File: src/rtl/loadstore_pkg.sv
// Shared definitions for the load/store control unit: state encoding,
// accepted opcodes/funct3 and RISC-V instruction field positions.
package loadstore_pkg;

   typedef enum logic [2:0] {
      IDLE   = 3'd0,
      DECODE = 3'd1,
      LD_MEM = 3'd2,
      LD_WB  = 3'd3,
      ST_WR  = 3'd4,
      DONE   = 3'd5
   } state_t;

   localparam logic [6:0] OPC_LOAD  = 7'b0000011;
   localparam logic [6:0] OPC_STORE = 7'b0100011;
   localparam logic [2:0] FUNCT3_D  = 3'b011;

   localparam int unsigned OPC_LSB    = 0;
   localparam int unsigned RD_LSB     = 7;
   localparam int unsigned F3_LSB     = 12;
   localparam int unsigned RS1_LSB    = 15;
   localparam int unsigned RS2_LSB    = 20;
   localparam int unsigned IMM_HI_LSB = 25;

endpackage

File: src/rtl/loadstore_decoder.sv
// Combinational field extraction and legality check for the latched LD/SD word.
import loadstore_pkg::*;

module loadstore_decoder (
   input  logic [31:0] instr,
   output logic        is_load,
   output logic        is_store,
   output logic [4:0]  rs1,
   output logic [4:0]  rs2,
   output logic [4:0]  rd,
   output logic [4:0]  imm5,
   output logic        illegal
);

   logic [6:0]  opcode;
   logic [2:0]  funct3;
   logic [11:0] imm12;

   always_comb begin
      opcode   = instr[OPC_LSB +: 7];
      funct3   = instr[F3_LSB +: 3];
      rs1      = instr[RS1_LSB +: 5];
      rs2      = instr[RS2_LSB +: 5];
      rd       = instr[RD_LSB +: 5];
      is_load  = (opcode == OPC_LOAD);
      is_store = (opcode == OPC_STORE);
      // Store splits its immediate around rd; anything else uses the I-type layout.
      if (is_store) begin
         imm12 = {instr[IMM_HI_LSB +: 7], instr[RD_LSB +: 5]};
      end else begin
         imm12 = instr[RS2_LSB +: 12];
      end
      imm5    = imm12[4:0];
      illegal = !(is_load || is_store) || (funct3 != FUNCT3_D) || (imm12[11:5] != 7'd0);
   end

endmodule

File: src/rtl/loadstore_uc.sv
// Load/store control unit: accepts one LD/SD per handshake and sequences the
// register-bank/memory addresses and write strobes of the datapath.
import loadstore_pkg::*;

// state  | meaning
// IDLE   | ready for a new instruction
// DECODE | Rb/Ra/OFFSET driven from latched word, legality checked
// LD_MEM | memory read address stable, Rw driven
// LD_WB  | register-bank write (suppressed for rd == x0)
// ST_WR  | memory write
// DONE   | completion pulse, illegal flagged if rejected
module loadstore_uc (
   input  logic        clk,
   input  logic        rst,
   input  logic        instr_valid,
   output logic        instr_ready,
   input  logic [31:0] instr,
   output logic [4:0]  Ra,
   output logic [4:0]  Rb,
   output logic [4:0]  Rw,
   output logic [4:0]  OFFSET,
   output logic        WE_reg,
   output logic        WE_mem,
   output logic        busy,
   output logic        done,
   output logic        illegal
);

   state_t      state_q, state_d;
   logic [31:0] instr_q;
   logic        ready_en_q;
   logic [4:0]  ra_q, rb_q, rw_q, off_q;
   logic        transfer;

   logic        dec_is_load, dec_is_store, dec_illegal;
   logic [4:0]  dec_rs1, dec_rs2, dec_rd, dec_imm5;

   loadstore_decoder u_dec (
      .instr    (instr_q),
      .is_load  (dec_is_load),
      .is_store (dec_is_store),
      .rs1      (dec_rs1),
      .rs2      (dec_rs2),
      .rd       (dec_rd),
      .imm5     (dec_imm5),
      .illegal  (dec_illegal)
   );

   // Ready is held off until the first clock edge after reset release.
   assign instr_ready = (state_q == IDLE) && ready_en_q;
   assign busy        = (state_q != IDLE);
   assign transfer    = instr_valid && instr_ready;

   always_ff @(posedge clk or posedge rst) begin
      if (rst) begin
         state_q    <= IDLE;
         instr_q    <= '0;
         ready_en_q <= 1'b0;
         ra_q       <= '0;
         rb_q       <= '0;
         rw_q       <= '0;
         off_q      <= '0;
      end else begin
         ready_en_q <= 1'b1;
         state_q    <= state_d;
         if (transfer) begin
            instr_q <= instr;
         end
         if (state_q == DECODE) begin
            rb_q  <= dec_rs1;
            off_q <= dec_imm5;
            if (dec_is_store) begin
               ra_q <= dec_rs2;
            end
         end
         if (state_q == LD_MEM) begin
            rw_q <= dec_rd;
         end
      end
   end

   // Address outputs pass the decoded field through in the cycle it is first
   // needed and then hold the registered copy.
   always_comb begin
      state_d = state_q;
      Ra      = ra_q;
      Rb      = rb_q;
      Rw      = rw_q;
      OFFSET  = off_q;
      WE_reg  = 1'b0;
      WE_mem  = 1'b0;
      done    = 1'b0;
      illegal = 1'b0;
      case (state_q)
         IDLE: begin
            if (transfer) begin
               state_d = DECODE;
            end
         end
         DECODE: begin
            Rb     = dec_rs1;
            OFFSET = dec_imm5;
            if (dec_is_store) begin
               Ra = dec_rs2;
            end
            if (dec_illegal) begin
               state_d = DONE;
            end else if (dec_is_load) begin
               state_d = LD_MEM;
            end else begin
               state_d = ST_WR;
            end
         end
         LD_MEM: begin
            Rw      = dec_rd;
            state_d = LD_WB;
         end
         LD_WB: begin
            WE_reg  = (dec_rd != 5'd0) && !rst;
            state_d = DONE;
         end
         ST_WR: begin
            WE_mem  = !rst;
            state_d = DONE;
         end
         DONE: begin
            done    = 1'b1;
            illegal = dec_illegal;
            state_d = IDLE;
         end
         default: begin
            state_d = IDLE;
         end
      endcase
   end

endmodule

File: config.mk
export PLATFORM = sky130hd
export DESIGN_NAME = loadstore_uc
export DESIGN_NICKNAME = d
export VERILOG_FILES = /design/src/rtl/loadstore_pkg.sv /design/src/rtl/loadstore_decoder.sv /design/src/rtl/loadstore_uc.sv
export SDC_FILE = /design/constraint.sdc
export NUM_CORES = 1
export LEC_CHECK = 0
export BUFFER_PORTS_ARGS = -buffer_cell sky130_fd_sc_hd__buf_2
export CAP_MARGIN = 10
export CORE_UTILIZATION = 56
export DETAILED_ROUTE_END_ITERATION = 16
export PLACE_DENSITY = 0.9
export SETUP_SLACK_MARGIN = 0.05
export SLEW_MARGIN = 20
export SYNTH_ARGS = -nofsm -noshare
export SYNTH_HDL_FRONTEND = slang
export SYNTH_SLANG_ARGS = --single-unit
File: constraint.sdc
create_clock -name clk -period 5.47 [get_ports clk]
set_input_delay 1.094 -clock clk [delete_from_list [all_inputs] [get_ports clk]]
set_output_delay 1.094 -clock clk [all_outputs]
set_load 0.01 [all_outputs]
==> impl_metrics.ini <==
[outcome]
run_status = complete, no violations

[timing]
final_hold_viol_count = 0
fin_crit_sh = 0.6040
setup-tns-final_ps = 0
min_period_ps = 3304
worstMarginPinSlew_ps = 781.9
setup_viol = 0
fmax_mhz = 302.7
report.final.slew_viol_count = 0
rsz0062_at_grt = false
slew-limit-headroom = 0.4782
skew_ps = 2.254

[layout]
fillers = 302
layout.cells.non_filler = 277
finalInstanceArea_mm2 = 0.002761
area_growth_pct = 16.90
antennaDiodeCount = 0
layout.nets = 262
drive_gt1_frac = 0.5242

[logic_synthesis]
synth_area_per_cell_um2 = 14.32
synth-compound-area-share = 0.04555
yosysWarnings = 0
synth_edf_count = 0
synth_area_mm2 = 0.002362
synth_seq_area_share = 0.5932
yosys.area_share.adder = 0
async_flop_share = 1.000
synth-xor-area-share = 0
synth_top_family_by_area = multiplexers
synth_mux_area_frac = 0.2240
synth_nets = 200
ys_seq_elements = 56
yosys.area_share.simple = 0.1118
synth_cells = 165
yosysUniqueCellTypes = 32
ys.flop_type = dfrtp_1

[clocking]
path_clk_slew_ps = 90
clockBufferDepth = 2
cts_buffers = 5
cts_tree = yes
root_buffer = clkbuf_8
holdBufCountCts = 0
post_cts_buffers = 0
cts_sinks = 56
htreeDepth = 2
cts_resized = 0
clkLatencyLatePin_ps = 300

[hold_path]
hp-class = reg2reg

[global_routing]
grt_start_max_net_pins = 57
track_usage = 0.2332
antenna_found_initial = 0
overflow = 0
grt_pass1_vias = 1614
grt_first_pass_wirelength_um = 7548

[worst_setup_path]
critPathCaptureType = output port
cp_top_family = simple AND/OR/NAND/NOR gates
critPathKind = reg2out
ff2ff_path_depth = 3
rr_startpoint = state_q[2]
r2r_setup_slack_ps = 3540
cp_slowest_cell = nor3b_4
critPathRequiredTime_ps = 4380
critPathCapture = Ra[3]
arrival_ps = 2210
path_buf_inv = 1
crit_start = state_q[0]
cp_max_fo = 18
critical_path.max_stage_delay_ps = 710
path_cells = nor3b_4 > nand4_4 > mux2_2 > buf_2
r2r-end = instr_q[26]
cp.depth = 4
startpoint_type = register

[detailed_routing]
drcViolationCount = 0
ant_nets = 0
avgRoutedWirePerCell_um = 16.12
first_iter_violations = 97
routed_wl_um = 4464
viasPerCell = 5.545
num_vias = 1536
firstDrtPassIters = 4

[floorplanning]
die_width_um = 66.95
initial_utilization = 0.5863
die_h_um = 66.95
rows = 23
io-pin-count = 61
core_mm2 = 0.004029
design.die.area_mm2 = 0.004482

[power]
peakVddDrop_mv = 0.2956
p_leak_uw = 0.001330
powerDensity_mw_per_mm2 = 522.2

[place]
dp.cells = 270
placed_cell_area_mm2 = 0.002684
port_buffers = 60
hpwl_um = 3306
gp_congestion = 0.7716

[flow_run]
maxCapViolations = 0
==> cell usage after synthesis (2+ instances only) <==
cell type | number | area, um^2
nor2_1 | 9 | 33.78
buf_2 | 2 | 10.01
buf_6 | 3 | 33.78
mux2_1 | 3 | 33.78
a21oi_1 | 2 | 10.01
o21ai_0 | 7 | 35.03
a31oi_1 | 6 | 37.54
inv_1 | 2 | 7.510
nand4_1 | 5 | 31.28
nor2b_1 | 2 | 12.51
mux2_2 | 44 | 495.5
nor4b_1 | 4 | 35.03
dfrtp_1 | 56 | 1401
nand2_1 | 2 | 7.510
==> state kept, by name (all words and copies together) (netlist names) <==
| register | count |
|---|---|
| ready_en_q | 1 |
| rw_q | 5 |
| ra_q | 5 |
| rb_q | 5 |
| state_q | 3 |
| off_q | 5 |
| instr_q | 32 |
==> kinds of logic (layout without fill, tap and decap cells) <==
kind of cell	Yosys count	after routing
DFF	56	56
other	1	1
AOI/OAI and AO/OA	18	18
and+or+nand+nor	35	35
buffers and inverters	8	70
muxes	47	47
==> worst reg2reg max path: stages, from the launching register on <==
cell	delay (ps)
dfrtp_1	470
or3_4	460
nor2_8	470
mux2_2	420
==> power breakdown <==
part / internal, uW / switching [uW]
registers: 591 / 122
clock network: 87.3 / 121
logic: 269 / 252
total: 947 / 495
==> cell type report <==
type,count,area (um^2),area share
tap,50,62.56,0.02266
timing repair buffer,61,307.8,0.1115
sequential,56,1401,0.5075
clock inverter,1,5.005,0.001812
inverter,2,7.507,0.002719
multi-input combinational,101,904.6,0.3276
clock buffer,6,72.57,0.02628
==> how the worst min path moves through the flow <==
stage                 from     endpoint  slack, ps  cells after the start
4_1_cts        instr_q[13]  instr_q[13]        500                      1
6_report       instr_q[13]  instr_q[13]        490                      1
5_1_grt            rw_q[0]      rw_q[0]        520                      1
2_1_floorplan  instr_q[13]  instr_q[13]        450                      1
3_3_place_gp   instr_q[13]  instr_q[13]        470                      1
3_5_place_dp   instr_q[13]  instr_q[13]        470                      1
==> routing by layer <==
metal  share of wire  up-vias  global-route usage  wire, um
li1                -      725                   -         -
met1            0.43      756              0.2870      1906
met2            0.50       51              0.3864      2254
met3           0.061        4             0.08048       273
met4          0.0065        0             0.06649        29
met5               0        -                   0         0
==> through the flow <==
step / hold WS, ps / power [uW] / util / setup slack, ps
3_5_place_dp: 474.6 / 1248 / 0.6661 / 2493
4_1_cts: 497.0 / 1456 / 0.6854 / 2147
2_1_floorplan: 449.2 / 1064 / - / 2798
5_1_grt: 516.9 / 1540 / 0.6854 / 1973
6_report: 493.3 / 1442 / 0.6854 / 2166
3_3_place_gp: 467.4 / 1208 / 0.6661 / 2547
==> layout by cell type, fill, tap and decap left out, types with 2 or more instances in the layout <==
cell       n
buf_2     60
dfrtp_1   56
mux2_2    44
nor2_1     9
o21ai_0    7
a31oi_1    6
nand4_1    5
clkbuf_8   5
nor4b_1    4
mux2_1     3
nand2_1    2
a21oi_1    2
nor2b_1    2
(Power assumes the default switching activity.)
